**config.mk**
```make
export PLATFORM = sky130hd
export DESIGN_NAME = cm_hot_addr_reporter_flat
export DESIGN_NICKNAME = d
export VERILOG_FILES = /design/src/rtl/cm_sketch_pkg.sv /design/src/rtl/cm_hot_addr_reporter_if.sv /design/src/rtl/cm_fwft_fifo.sv /design/src/rtl/cm_hot_addr_reporter.sv /design/src/flat_wrapper.sv
export SDC_FILE = /design/constraint.sdc
export NUM_CORES = 1
export LEC_CHECK = 0
export BUFFER_PORTS_ARGS = -buffer_cell sky130_fd_sc_hd__clkbuf_2
export CAP_MARGIN = 30
export CORE_ASPECT_RATIO = 0.5
export CORE_MARGIN = 1.5
export CORE_UTILIZATION = 45
export DETAILED_ROUTE_END_ITERATION = 7
export PLACE_DENSITY = 0.65
export SYNTH_ARGS = -nofsm -noshare
export SYNTH_HDL_FRONTEND = slang
export SYNTH_HIERARCHICAL = 1
export SYNTH_SLANG_ARGS = --single-unit
```
**constraint.sdc**
```tcl
create_clock -name clk -period 14.4 [get_ports clk]
set_input_delay 1.44 -clock clk [delete_from_list [all_inputs] [get_ports clk]]
set_output_delay 1.44 -clock clk [all_outputs]
set_load 0.01 [all_outputs]
```
**src/rtl/cm_sketch_pkg.sv**
```systemverilog
// Shared types for the count-min sketch consumer blocks: default widths,
// the buffered report entry and the reporter FSM states.
package cm_sketch_pkg;

    localparam int CM_ADDR_SIZE = 28;
    localparam int CM_CNT_SIZE  = 32;

    typedef struct packed {
        logic [CM_ADDR_SIZE-1:0] addr;
        logic [CM_CNT_SIZE-1:0]  cnt;
    } cm_entry_t;

    typedef enum logic [1:0] {
        IDLE  = 2'd0,
        RUN   = 2'd1,
        DRAIN = 2'd2
    } rpt_state_t;

endpackage

```
**src/rtl/cm_hot_addr_reporter_if.sv**
```systemverilog
// Result stream from the sketch and report stream to the hot-page consumer.
interface cm_hot_addr_reporter_if #(
    parameter int ADDR_SIZE = 28,
    parameter int CNT_SIZE  = 32
);
    // in_*: no backpressure, in_valid is a one-cycle pulse per result.
    // out_*: a transfer happens on a cycle where out_valid && out_ready;
    // out_addr/out_cnt are stable while out_valid is high and not taken.
    logic                 in_valid;
    logic [ADDR_SIZE-1:0] in_addr;
    logic [CNT_SIZE-1:0]  in_cnt;
    logic                 out_valid;
    logic                 out_ready;
    logic [ADDR_SIZE-1:0] out_addr;
    logic [CNT_SIZE-1:0]  out_cnt;

    modport slave (
        input  in_valid, in_addr, in_cnt, out_ready,
        output out_valid, out_addr, out_cnt
    );

    modport master (
        output in_valid, in_addr, in_cnt, out_ready,
        input  out_valid, out_addr, out_cnt
    );
endinterface

```
**src/rtl/cm_fwft_fifo.sv**
```systemverilog
// First-word-fall-through FIFO; a push into a full FIFO is taken when a pop
// happens in the same cycle. rdata reads as zero while empty.
module cm_fwft_fifo #(
    parameter int DEPTH = 16,
    parameter int WIDTH = 60
) (
    input  logic                         clk,
    input  logic                         rstn,
    input  logic                         clear,
    input  logic                         push,
    input  logic [WIDTH-1:0]             wdata,
    input  logic                         pop,
    output logic [WIDTH-1:0]             rdata,
    output logic                         full,
    output logic                         empty,
    output logic [$clog2(DEPTH+1)-1:0]   count
);
    localparam int AW = $clog2(DEPTH);
    localparam int CW = $clog2(DEPTH+1);

    logic [WIDTH-1:0] mem [DEPTH];
    logic [AW-1:0]    wr_ptr;
    logic [AW-1:0]    rd_ptr;
    logic             do_push;
    logic             do_pop;

    assign empty   = (count == '0);
    assign full    = (count == CW'(DEPTH));
    assign do_pop  = pop && !empty;
    assign do_push = push && (!full || do_pop);
    assign rdata   = empty ? '0 : mem[rd_ptr];

    always_ff @(posedge clk or negedge rstn) begin
        if (!rstn) begin
            wr_ptr <= '0;
            rd_ptr <= '0;
            count  <= '0;
        end else if (clear) begin
            wr_ptr <= '0;
            rd_ptr <= '0;
            count  <= '0;
        end else begin
            if (do_push) wr_ptr <= wr_ptr + AW'(1);
            if (do_pop)  rd_ptr <= rd_ptr + AW'(1);
            count <= count + CW'(do_push) - CW'(do_pop);
        end
    end

    // Storage needs no reset: only entries below count are ever visible.
    always_ff @(posedge clk) begin
        if (do_push && !clear) mem[wr_ptr] <= wdata;
    end

endmodule

```
**src/rtl/cm_hot_addr_reporter.sv**
```systemverilog
// Filters sketch results by threshold, suppresses recently reported
// addresses and buffers the survivors for the hot-page consumer.
module cm_hot_addr_reporter
    import cm_sketch_pkg::*;
#(
    parameter int ADDR_SIZE = CM_ADDR_SIZE,
    parameter int CNT_SIZE  = CM_CNT_SIZE,
    parameter int DEPTH     = 16,
    parameter int DEDUP     = 4
) (
    input  logic                         clk,
    input  logic                         rstn,
    input  logic [CNT_SIZE-1:0]          threshold,
    input  logic                         enable,
    input  logic                         clear,
    cm_hot_addr_reporter_if.slave        bus,
    output logic [$clog2(DEPTH+1)-1:0]   fill_level,
    output logic [15:0]                  drop_cnt,
    output logic                         busy,
    output rpt_state_t                   state
);
    localparam int EW = ADDR_SIZE + CNT_SIZE;

    rpt_state_t           state_q;
    rpt_state_t           state_d;
    logic                 s0_valid;
    logic [ADDR_SIZE-1:0] s0_addr;
    logic [CNT_SIZE-1:0]  s0_cnt;
    logic [ADDR_SIZE-1:0] hist_addr [DEDUP];
    logic [DEDUP-1:0]     hist_vld;
    logic                 hit;
    logic                 qualify;
    logic                 pop;
    logic                 push;
    logic                 drop;
    logic                 fifo_full;
    logic                 fifo_empty;
    logic [EW-1:0]        fifo_rdata;

    always_ff @(posedge clk or negedge rstn) begin
        if (!rstn) begin
            s0_valid <= 1'b0;
            s0_addr  <= '0;
            s0_cnt   <= '0;
        end else begin
            s0_valid <= bus.in_valid && !clear;
            s0_addr  <= bus.in_addr;
            s0_cnt   <= bus.in_cnt;
        end
    end

    always_comb begin
        hit = 1'b0;
        for (int i = 0; i < DEDUP; i++) begin
            if (hist_vld[i] && (hist_addr[i] == s0_addr)) hit = 1'b1;
        end
    end

    // clear wins over everything, including a pop the consumer offers.
    assign qualify = s0_valid && (state_q == RUN) && (s0_cnt >= threshold) && !clear;
    assign pop     = bus.out_valid && bus.out_ready && !clear;
    assign push    = qualify && !hit && (!fifo_full || pop);
    assign drop    = qualify && !hit && fifo_full && !pop;

    always_ff @(posedge clk or negedge rstn) begin
        if (!rstn) begin
            hist_vld <= '0;
        end else if (clear) begin
            hist_vld <= '0;
        end else if (push) begin
            hist_vld[0] <= 1'b1;
            for (int i = 1; i < DEDUP; i++) hist_vld[i] <= hist_vld[i-1];
        end
    end

    always_ff @(posedge clk) begin
        if (push && !clear) begin
            hist_addr[0] <= s0_addr;
            for (int i = 1; i < DEDUP; i++) hist_addr[i] <= hist_addr[i-1];
        end
    end

    always_ff @(posedge clk or negedge rstn) begin
        if (!rstn) begin
            drop_cnt <= '0;
        end else if (clear) begin
            drop_cnt <= '0;
        end else if (drop && (drop_cnt != 16'hFFFF)) begin
            drop_cnt <= drop_cnt + 16'd1;
        end
    end

    always_ff @(posedge clk or negedge rstn) begin
        if (!rstn) state_q <= IDLE;
        else       state_q <= state_d;
    end

    always_comb begin
        state_d = state_q;
        if (clear) begin
            state_d = IDLE;
        end else begin
            case (state_q)
                IDLE:    if (enable) state_d = RUN;
                RUN:     if (!enable) state_d = DRAIN;
                DRAIN: begin
                    if (enable)          state_d = RUN;
                    else if (fifo_empty) state_d = IDLE;
                end
                default: state_d = IDLE;
            endcase
        end
    end

    assign state = state_q;
    assign busy  = (state_q != IDLE);

    cm_fwft_fifo #(
        .DEPTH (DEPTH),
        .WIDTH (EW)
    ) u_fifo (
        .clk   (clk),
        .rstn  (rstn),
        .clear (clear),
        .push  (push),
        .wdata ({s0_addr, s0_cnt}),
        .pop   (pop),
        .rdata (fifo_rdata),
        .full  (fifo_full),
        .empty (fifo_empty),
        .count (fill_level)
    );

    assign bus.out_valid = !fifo_empty;
    assign bus.out_addr  = fifo_rdata[EW-1:CNT_SIZE];
    assign bus.out_cnt   = fifo_rdata[CNT_SIZE-1:0];

endmodule

```
**src/flat_wrapper.sv**
```systemverilog
// flat-port wrapper written by rule: the top's interface ports become plain ports
module cm_hot_addr_reporter_flat import cm_sketch_pkg::*;
#(
    parameter int ADDR_SIZE = CM_ADDR_SIZE,
    parameter int CNT_SIZE  = CM_CNT_SIZE,
    parameter int DEPTH     = 16,
    parameter int DEDUP     = 4
)
  (clk, rstn, threshold, enable, clear, fill_level, drop_cnt, busy, state, bus_in_valid, bus_in_addr, bus_in_cnt, bus_out_ready, bus_out_valid, bus_out_addr, bus_out_cnt);
  cm_hot_addr_reporter_if #(.ADDR_SIZE(ADDR_SIZE), .CNT_SIZE(CNT_SIZE)) bus_i ();
  input  logic clk;
  input  logic rstn;
  input  logic [CNT_SIZE-1:0] threshold;
  input  logic enable;
  input  logic clear;
  output logic [$clog2(DEPTH+1)-1:0] fill_level;
  output logic [15:0] drop_cnt;
  output logic busy;
  output rpt_state_t state;
  input wire logic [$bits(bus_i.in_valid)-1:0] bus_in_valid;
  input wire logic [$bits(bus_i.in_addr)-1:0] bus_in_addr;
  input wire logic [$bits(bus_i.in_cnt)-1:0] bus_in_cnt;
  input wire logic [$bits(bus_i.out_ready)-1:0] bus_out_ready;
  output wire logic [$bits(bus_i.out_valid)-1:0] bus_out_valid;
  output wire logic [$bits(bus_i.out_addr)-1:0] bus_out_addr;
  output wire logic [$bits(bus_i.out_cnt)-1:0] bus_out_cnt;
  assign bus_i.in_valid = bus_in_valid;
  assign bus_i.in_addr = bus_in_addr;
  assign bus_i.in_cnt = bus_in_cnt;
  assign bus_i.out_ready = bus_out_ready;
  assign bus_out_valid = bus_i.out_valid;
  assign bus_out_addr = bus_i.out_addr;
  assign bus_out_cnt = bus_i.out_cnt;
  cm_hot_addr_reporter #(.ADDR_SIZE(ADDR_SIZE), .CNT_SIZE(CNT_SIZE), .DEPTH(DEPTH), .DEDUP(DEDUP)) u_core (.clk(clk), .rstn(rstn), .threshold(threshold), .enable(enable), .clear(clear), .bus(bus_i), .fill_level(fill_level), .drop_cnt(drop_cnt), .busy(busy), .state(state));
endmodule
```
Word-level counts from Yosys, hierarchy flattened. Memories as Yosys holds them, arrays and structs flattened. Index checks and enable logic that the tools add are counted.

Input port bits: 98. RAM bits: 1072. Memories: 2. Register bits: 96. Output and inout port bits: 85. Word-level logic and storage cells: 86.

Reduce and logical (&&, ||, !) cells: 34. $add $sub $neg: 5. Eq/ne operators: 11. Multiplexer cells: 24. Order comparisons: 1.

Memory list: u_core.u_fifo.mem (depth 16, width 60, read ports 1, clocked after Yosys merged registers in 0, wr ports 1, RTL line cm_fwft_fifo.sv:21) `logic [WIDTH-1:0] mem [DEPTH];`; u_core.hist_addr (depth 4, width 28, read ports 4, clocked after Yosys merged registers in 0, wr ports 4, RTL line cm_hot_addr_reporter.sv:29) `logic [ADDR_SIZE-1:0] hist_addr [DEDUP];`.

Operator list (number): $eq 28x28->1 (4); $mux 60 (1); $ge 32x32->1 (1); $mux 16 (2); $mux 4 (6); $logic_and 1x1->1 (19); $add 16x1->16 const B (1); $ne 16x16->1 const B (1); $mux 2 (5); $reduce_bool 2->1 (5); $add 4x1->4 const B (2); $mux 1 (8); $ne 3x3->1 const B (2); $pmux 2 s3 (1); $add 5x1->5 (1); $eq 5x5->1 const B (1); $logic_not 1->1 (5); $logic_not 5->1 (1); $mux 5 (1); $sub 5x1->5 (1); $ne 4x3->1 const B (1); $reduce_and 3->1 (1); $eq 2x1->1 const B (1); $eq 2x2->1 const B (1); 2 further kinds (3).

Depth between registers and ports, before layout. Gate-level depths: netlist of the first run.

Depth in word-level cells: 13. Depth in mapped cells: 19. Gate-level depth less buffers: 16.

Cells and area by module. Netlist of the first run, hierarchy kept.

By module, submodules not included: cm_fwft_fifo (times used 1, cells each 1576, area an instance 37086.8 um^2); cm_hot_addr_reporter (times used 1, cells each 570, area an instance 8157.8 um^2).

Worst setup path after synthesis of the first run. No wires, ideal clock.

Path kind: input to register. From: input threshold[13]. To: memory u_core.hist_addr[0][0], enable pin. Library setup time: 0.720 ns. Path buffers: 0. Cell stages on the path: 8. Arrival time: 10.590 ns. Required time: 13.680 ns. Slack: 3.090 ns. Cells stage by stage: inv_1 ha_1 nand4_2 nor3_2 or4b_1 a311oi_2 nor2_1 nor3_1.

RTL lines: from (decl) (RTL line flat_wrapper.sv:13) `input logic [CNT_SIZE-1:0] threshold;`; to (decl) (RTL line cm_hot_addr_reporter.sv:29).

Worst setup path after layout of the first run.
From: input threshold[17]. To: memory u_core.u_fifo.mem[13][20], enable pin.

Word-level cells in the longest chain between the ends: 9.

Ends and longest elaborated chain: $ge 32x32->1 (RTL line cm_hot_addr_reporter.sv:60) `assign qualify = s0_valid && (state_q == RUN) && (s0_cnt >= threshold) && !clear;`; $logic_and 1x1->1 (2 in series) (RTL line cm_hot_addr_reporter.sv:60); $logic_and 1x1->1 (2 in series) (RTL line cm_hot_addr_reporter.sv:62) `assign push = qualify && !hit && (!fifo_full || pop);`; via u_core.push (RTL line cm_hot_addr_reporter.sv:34) `logic push;`; $logic_and 1x1->1 (RTL line cm_fwft_fifo.sv:30) `assign do_push = push && (!full || do_pop);`; $logic_and 1x1->1 (RTL line cm_fwft_fifo.sv:51) `if (do_push && !clear) mem[wr_ptr] <= wdata;`; $mux 1 (RTL line cm_fwft_fifo.sv:51); $mux 1 (not written as such) (RTL line cm_fwft_fifo.sv:51); to (decl) (RTL line cm_fwft_fifo.sv:21).

The timed path passes the listed nets, and every way through them passes these cells.

==> flow_summary.ini, run 1 <==
[yosys]
synth_compound_area_share_pct = 2.99
synth_common_cells = edfxtp_1, mux4_2, dfrtp_1
yosysTopAreaCellShare_pct = 71.1
avgSynthCellArea_um2 = 21.1
synth-edff-count = 1072
ys_ff_latch = 1168
synthCells = 2146
synthAdderAreaFrac_pct = 1.23
synthXorXnorAreaFrac_pct = 2.28
yosys_warnings = 6
synth-simple-area-share_pct = 2.15
yosysMostFrequentCell = edfxtp_1
synth-async-reset-ratio_pct = 8.22
synth_top_cell_by_area = edfxtp_1
synth_area_leaders = edfxtp_1, mux4_2, dfrtp_1
synth_top_family_by_area = multiplexers
ys_seq_area_share_pct = 76.5
synth_cell_types = 57
synth_fp_nets = 2288
synth_ff_type = edfxtp_1
synth.cell_area_um2 = 45200
muxShareOfSynthArea_pct = 13.4

[clock_network]
cts_repair_resize_count = 0
clock-sinks = 1168
clockBufferDepth = 3
cts_tree = yes
clockRootBuffer = clkbuf_16
cts_setup_buffers = 0
clkLatencyLatePin_ns = 0.70
path_clk_slew_ns = 0.06
cts_made_buffers = 101
hold_buffers = 0
htree_levels = 3

[floorplan]
die_w_um = 451
dieHeight_um = 227
core_area_um2 = 98700
io_pins = 183
start_util_pct = 45.8
num_rows = 81
die-area_um2 = 103000

[sta]
fin_crit_sh_pct = 40.9
fin_skew_ns = 0.0316
final_hold_viol_count = 0
finalSetupViolCount = 0
worst_pin_slew_ns = 1.03
final_max_slew_viol_count = 0
relSlewSlack_pct = 31.5
whs_ns = 0.467
period_needed_ns = 5.89
max_freq_mhz = 170
fin_setup_tns_ns = 0
rsz0062_at_grt = false

[pwr]
p_leak_nw = 16.3
p_per_area_nw_per_um2 = 140
vdd_drop_max_uv = 92.7

[routing]
wl_per_cell_um = 26.1
first_iter_violations = 1970
wl_um = 98900
viasPerCell = 5.67
vias = 21500
firstDrtPassIters = 7
drc = 3
drt.antenna.violating_nets = 0

[place]
hpwl_um = 57700
io_buffer_count = 182
place.gp.congestion = 0.760

[global_routing]
grt_pass1_vias = 22300
antenna_found_initial = 1
gr-total-overflow = 0
grt_max_degree = 110
grt_pass1_wl_um = 146000
track_usage_pct = 19.5

[worst_setup_path]
cp_max_fo = 33
arrival_ns = 6.20
cp.required_ns = 14.71
end_kind = register
worstSetupPathType = primary input to register
crit_path_start_kind = primary input

[worst_hold_path]
hp-class = register to register

[job]
maxCapViolCount = 0

[finish]
area_delta_synth_final_pct = 13.7
final_nets = 2526
fin_util_pct = 52.1
layout-drive-gt1-share_pct = 26.5

[status]
violations = design-rule violations
status = complete, but fails checks
logic make-up (layout without fill, tap and decap cells):
group / after synthesis / in the layout
AO/OA/AOI/OAI: 187 / 187
XOR/XNOR: 118 / 118
adder cells (fa/ha/maj): 44 / 44
buffers and inverters: 153 / 474
flip-flops: 1168 / 1168
multiplexers: 306 / 306
other: 0 / 1
AND/OR/NAND/NOR: 170 / 170
worst paths after layout:
kind                                         startpoint  slack (ns)  depth (start not counted)                        end
worst min-delay path            u_core/hist_addr[1][14]        0.47                          0    u_core/hist_addr[2][14]
max in group asynchronous                          rstn       12.25                          2    u_core/u_fifo/rd_ptr[1]
worst max register to register        u_core/s0_cnt[16]        8.68                         12  u_core/u_fifo/mem[13][20]
min in group asynchronous                          rstn        0.79                          1    u_core/u_fifo/wr_ptr[0]
worst max-delay path                      threshold[17]        8.51                         14  u_core/u_fifo/mem[13][20]
worst min register to register  u_core/hist_addr[1][14]        0.47                          0    u_core/hist_addr[2][14]
layout make-up:
class,instances,area [µm²]
Fill cell,7670,47300
Sequential cell,1168,34600
Multi-Input combinational cell,825,10100
Clock buffer,143,2800
Tap cell,1328,1660
Timing Repair Buffer,241,1620
Clock inverter,43,473
Inverter,47,178
Antenna cell,1,2.50
critical path: stages:
cell and delay, ns:
clkbuf_2 0.08, inv_1 0.04, ha_1 0.29, a21oi_1 0.07, o21ai_0 0.53, a221oi_1 0.25, o21ai_0 0.58, nor2_1 0.40
nor3_2 0.65, o21ai_2 0.26, buf_8 0.24, nor3_2 0.17, buf_4 0.46, buf_4 0.62
state kept, by name, summed over array words and instances (netlist names):
signal and cells:
u_core/u_fifo/wr_ptr 4, u_core/s0_cnt 32, u_core/drop_cnt 16, u_core/state 2, u_core/hist_vld 4, u_core/u_fifo/rd_ptr 4, u_core/hist_addr 112, u_core/u_fifo/mem 960
u_core/s0_addr 28, u_core/s0_valid 1, u_core/u_fifo/count 5
metrics by stage:
stage / instance area, µm² / power, mW / instances / worst slack, ns
after global routing: 51400 / 7.44 / 3796 / 8.37
after detailed placement: 48100 / 4.57 / 3608 / 7.85
after floorplan: 45200 / 4.27 / 2146 / 3.09
final: 51400 / 7.20 / 3796 / 8.51
after global placement: 47800 / 4.56 / 3596 / 7.94
after CTS: 51400 / 7.28 / 3794 / 8.56
where the power goes:
part	internal, mW	leakage, nW	switching (mW)
registers	3.72	10.8	0.0744
clock network	1.53	1.59	1.19
logic	0.291	3.93	0.402
layout by cell type, fill, tap and decap left out, types with 15 or more instances in the layout:
cell type	n
nor4_1	15
mux4_2	240
ha_1	43
clkinv_1	17
a22oi_1	60
xnor2_1	80
nand4_1	28
o31ai_1	67
a21oi_1	24
edfxtp_1	1072
mux2i_1	62
clkbuf_2	181
nor3_2	15
buf_4	46
dfrtp_1	92
nand2_1	26
clkbuf_1	34
clkbuf_16	104
inv_1	46
nor2_1	19
xor2_1	38
metal layers:
| layer | track usage (%) | vias up | share of wire (%) |
|---|---|---|---|
| li1 | - | 9337 | - |
| met1 | 27.7 | 11500 | 44 |
| met2 | 31.4 | 563 | 49 |
| met3 | 3.44 | 147 | 5.4 |
| met4 | 4.99 | 0 | 2.4 |
| met5 | 0 | - | 0 |
(Power assumes the default switching activity.)
==> run 2: changes to the inputs <==
clock period = 5.5 ns   (was 14.4 ns; I/O delays follow)
==> run 2 against run 1 <==
- the run now ends clean
- worst setup slack lost 8.0 ns
- sequential share of layout area shrank 1.6 points
- core utilization grew 1.2 points
- largest cell class unchanged
- largest power group unchanged
==> flow_summary.ini, run 2 (same netlist as run 1, synthesis figures left out) <==
[worst_hold_path]
worstHoldPathCells = 1
hp-class = primary input to register
hold_end = u_core/s0_cnt[16]
hold_path_startpoint = bus_in_cnt[16]

[finish]
area_delta_synth_final_pct = 16.4
final_nets = 2606
nFillCells = 7555
fin_util_pct = 53.3
layout.cells.most_common = edfxtp_1
layout-drive-gt1-share_pct = 27.0
antenna_cells = 0
multiInputGateArea_um2 = 10200
largest_reg_flops = 960
layout_common_cells = edfxtp_1, mux4_2, clkbuf_2
largest_register = u_core/u_fifo/mem
reg_top3 = u_core/u_fifo/mem (960), u_core/hist_addr (112), u_core/s0_cnt (32)
seqCellArea_um2 = 34600

[sta]
max_freq_mhz = 201
period_needed_ns = 4.98
final_hold_viol_count = 0
fin_setup_tns_ns = 0
relSlewSlack_pct = 29.7
rsz0062_at_grt = false
final_max_slew_viol_count = 0
finalSetupViolCount = 0
worst_slack_ns = 0.521
fin_skew_ns = 0.0294
worst_pin_slew_ns = 1.05
fin_crit_sh_pct = 90.5

[pwr]
vdd_drop_max_uv = 236
power.total_mw = 19.1
p_leak_nw = 17.0
p_per_area_nw_per_um2 = 363

[job]
maxCapViolCount = 0

[worst_setup_path]
reg2reg_from = u_core/s0_cnt[0]
arrival_ns = 5.60
cp.required_ns = 6.12
worstSetupPathType = register to register
rrSetupSlack_ns = 0.52
r2r-end = u_core/u_fifo/count[4]
crit_path_start_kind = register
reg2regPathDepth = 16
end_kind = register
cp_max_fo = 17

[global_routing]
grt_pass1_vias = 22700
track_usage_pct = 19.7
antenna_found_initial = 3
grt_pass1_wl_um = 148000
grt_max_degree = 123
gr-total-overflow = 0

[place]
place.gp.congestion = 0.760
io_buffer_count = 182
place_worst_setup_slack_ns = 0.302
hpwl_um = 57400

[floorplan]
dieHeight_um = 227
io_pins = 183
start_util_pct = 45.8
die-area_um2 = 103000
num_rows = 81
die_w_um = 451
core_area_um2 = 98700

[clock_network]
cts_tree = yes
cts_made_buffers = 101
clkLatencyLatePin_ns = 0.71
path_clk_slew_ns = 0.06
clock-sinks = 1168
htree_levels = 3
clockRootBuffer = clkbuf_16
clockBufferDepth = 3

[routing]
wl_per_cell_um = 25.9
drc = 0
vias = 22300
firstDrtPassIters = 7
first_iter_violations = 2110
drt.antenna.violating_nets = 0
wl_um = 100000
viasPerCell = 5.74

[status]
status = finished, final reports clean
run 2: cell count changes in the layout (fill, tap and decap cells not counted), sizes merged:
cell and change:
diode -1, dlygate4sd3 +60, clkinv +4, inv -3
clkinvlp +6, clkbuf -2, buf +20
run 2: what timing repair did:
| item | CTS | global route |
|---|---|---|
| hold endpoints to repair | 112 | 1 |
| hold buffers | 59 | 1 |
| buffers inserted | 0 | 0 |
| resized for setup | 0 | 1 |
| endpoints found under the setup margin | 0 | 1 |
run 2: critical path: stages, from the launching register on:
cell	delay, ns
dfrtp_1	0.64
inv_1	0.10
ha_1	0.28
nand2b_1	0.14
a2111oi_0	0.71
or4b_1	0.24
a311oi_2	0.16
nor2_2	0.52
nor3_2	0.17
o21ai_4	0.33
mux2i_1	0.17
ha_1	0.26
fa_1	0.44
a21oi_1	0.18
nor2_1	0.06
or3_1	0.34
a21oi_1	0.15
run 2: final cells by class:
class / instances / area share [%]
tap: 1328 / 3.16
multi-input combinational: 825 / 19.4
sequential: 1168 / 65.7
inverter: 47 / 0.337
timing repair buffer: 321 / 4.94
clock buffer: 141 / 5.35
clock inverter: 50 / 1.09
run 2: how the worst max path moves through the flow:
stage,slack [ns],from,end
finish,0.52,u_core/s0_cnt[0],u_core/u_fifo/count[4]
global route,0.25,u_core/s0_cnt[25],u_core/u_fifo/count[4]
CTS,0.26,u_core/s0_cnt[25],u_core/u_fifo/count[4]
detailed placement,0.30,threshold[29],u_core/u_fifo/count[4]
global placement,0.39,u_core/s0_cnt[0],u_core/u_fifo/count[4]
floorplan,-1.33,threshold[13],u_core/u_fifo/mem[0][0]
run 2: report_power, final:
part,internal (mW),switching (mW)
sequential,9.73,0.144
combinational,0.833,1.16
clock,4.07,3.17
total,14.6,4.47
run 2: routing by layer:
layer	part of all wire (%)	GRT usage, %	up-vias
met5	0	0	-
li1	-	-	9500
met1	43	28.0	11900
met4	2.5	5.47	0
met2	49	31.7	678
met3	5.6	3.26	148
run 2: per-stage QoR:
step | hold WS [ns] | instances | cell area (µm²)
2_1_floorplan | 0.254 | 2146 | 45300
4_1_cts | 0.00139 | 3878 | 52600
5_1_grt | 0.00149 | 3880 | 52700
6_report | 0.0284 | 3880 | 52700
3_5_place_dp | 0.455 | 3628 | 48600
3_3_place_gp | 0.451 | 3626 | 48600
==> run 3: changes to the inputs <==
==> constraint.sdc (replaced) <==
create_clock -name clk -period 5.5 [get_ports clk]
set_input_delay 0.275 -clock clk [delete_from_list [all_inputs] [get_ports clk]]
set_output_delay 0.275 -clock clk [all_outputs]
set_load 0.01 [all_outputs]
==> run 3 against run 2 <==
- the flow now finishes with violations (design-rule violations)
- largest cell class unchanged
- cell area decreased by 0.14%
- die area unchanged
- clock power increased by 2%
- sequential power increased by 0.4%
- count of clock-buffer cells in the layout decreased by 9
- register-to-register slack got worse by 0.05 ns
- cell count increased by 0.13%
- first-iteration DRC count increased by 5.9%
- sequential cell count unchanged
- via count decreased by 0.40%
- worst setup slack got worse by 0.045 ns
- clock skew decreased by 0.0038 ns
- highest routed layer unchanged
==> flow_summary.ini, run 3 (same netlist as run 1, synthesis figures left out) <==
[global_routing]
grt_pass1_vias = 22900
gr-total-overflow = 0
grt_pass1_wl_um = 151000
antenna_found_initial = 0
track_usage_pct = 20.3
grt_max_degree = 123

[clock_network]
clkLatencyLatePin_ns = 0.71
clockBufferDepth = 3
cts_setup_buffers = 0
clock-sinks = 1168
clockRootBuffer = clkbuf_16
cts_tree = yes
cts_made_buffers = 105
path_clk_slew_ns = 0.06
cts_repair_resize_count = 0
htree_levels = 3

[worst_hold_path]
hp-class = primary input to register
hold_path_startpoint = clear
worstHoldPathCells = 3
hold_end = u_core/u_fifo/count[1]

[place]
placed_area_um2 = 48400
hpwl_um = 56600
place_worst_setup_slack_ns = 0.515
place.gp.congestion = 0.765
io_buffer_count = 182

[finish]
largest_reg_flops = 960
final_area_um2 = 52600
final_nets = 2607
nFillCells = 7596
seqCellArea_um2 = 34600
area_delta_synth_final_pct = 16.2
layout-drive-gt1-share_pct = 27.2
layout_common_cells = edfxtp_1, mux4_2, clkbuf_2
multiInputGateArea_um2 = 10200
largest_register = u_core/u_fifo/mem
layout.cells.most_common = edfxtp_1
reg_top3 = u_core/u_fifo/mem (960), u_core/hist_addr (112), u_core/s0_cnt (32)

[sta]
worst_slack_ns = 0.476
whs_ns = 0.0781
period_needed_ns = 5.02
relSlewSlack_pct = 34.0
worst_pin_slew_ns = 0.989
fin_skew_ns = 0.0255
final_hold_viol_count = 0
max_freq_mhz = 199
fin_setup_tns_ns = 0
fin_crit_sh_pct = 91.4
final_max_slew_viol_count = 0
finalSetupViolCount = 0
rsz0062_at_grt = false

[pwr]
p_per_area_nw_per_um2 = 365
power.total_mw = 19.2
vdd_drop_max_uv = 249
p_leak_nw = 17.0

[status]
status = complete, but fails checks
violations = design-rule violations

[floorplan]
dieHeight_um = 227
start_util_pct = 45.8
num_rows = 81
die-area_um2 = 103000
core_area_um2 = 98700
die_w_um = 451
io_pins = 183

[worst_setup_path]
reg2regPathDepth = 11
rrSetupSlack_ns = 0.48
cp.required_ns = 5.85
r2r-end = u_core/u_fifo/mem[2][42]
crit_path_start_kind = register
arrival_ns = 5.37
cp_max_fo = 24
worstSetupPathType = register to register
reg2reg_from = u_core/s0_cnt[13]
end_kind = register

[routing]
drc = 12
vias = 22200
drt.antenna.violating_nets = 0
wl_per_cell_um = 26.3
first_iter_violations = 2235
wl_um = 102000
viasPerCell = 5.71
firstDrtPassIters = 7

[job]
maxCapViolCount = 0
## run 3: cell count changes in the layout (fill, tap and decap cells not counted), sizes merged
cell         previous run  this run
buf                    80        74
clkinv                 33        43
inv                    47        49
dlygate4sd3            60        63
diode                   0         3
clkbuf                322       313
clkinvlp                7         9
## run 3: critical path, stage by stage, from the launching register on
cell and delay [ns]:
dfrtp_1 0.57, ha_1 0.43, nand4_2 0.16, nor3_2 0.29
or4b_1 0.50, a311oi_2 0.71, nor2_1 0.31, nor3_2 0.43
o21ai_4 0.11, buf_4 0.29, nor4_4 0.35, buf_4 0.46
## run 3: timing repair
action                                 CTS  global route
hold buffers                            63             0
setup endpoints to repair                0             0
endpoints found under the hold margin  113             0
## run 3: how the worst max path moves through the flow
stage / to / startpoint / slack, ns
after floorplan: u_core/u_fifo/mem[0][0] / u_core/s0_cnt[13] / -1.27
after global placement: u_core/u_fifo/count[4] / u_core/s0_cnt[15] / 0.68
after detailed placement: u_core/u_fifo/mem[2][39] / u_core/s0_cnt[13] / 0.51
after CTS: u_core/u_fifo/mem[2][39] / u_core/s0_cnt[12] / 0.50
after global routing: u_core/u_fifo/count[4] / u_core/s0_cnt[13] / 0.24
final: u_core/u_fifo/mem[2][42] / u_core/s0_cnt[13] / 0.48
## run 3: final cells by class
| type | instances | area share, % |
|---|---|---|
| flip-flops and latches | 1168 | 65.8 |
| inverters | 47 | 0.338 |
| clock buffers | 132 | 5.38 |
| diodes | 3 | 0.0143 |
| repair buffers | 318 | 4.66 |
| clock inverters | 64 | 1.21 |
| multi-input cells | 825 | 19.4 |
| well taps | 1328 | 3.16 |
## run 3: routing by layer
layer  vias up  share of wire, %  global-route usage [%]
met3       129               5.9                    3.69
met5         -                 0                       0
met2       648                48                    32.7
li1       9509                 -                       -
met4         0               1.9                    5.02
met1     11900                44                    28.9
## run 3: per-stage QoR
stage,utilization (%),cells
floorplan,-,2146
global placement,49.0,3619
detailed placement,49.1,3621
CTS,53.2,3880
global route,53.3,3882
finish,53.3,3885
## run 3: power breakdown
group / internal [mW] / total (mW) / switching (mW) / leakage [nW]
Clock: 4.13 / 7.37 / 3.23 / 1.68
Combinational: 0.811 / 1.90 / 1.09 / 4.45
Sequential: 9.73 / 9.91 / 0.183 / 10.8
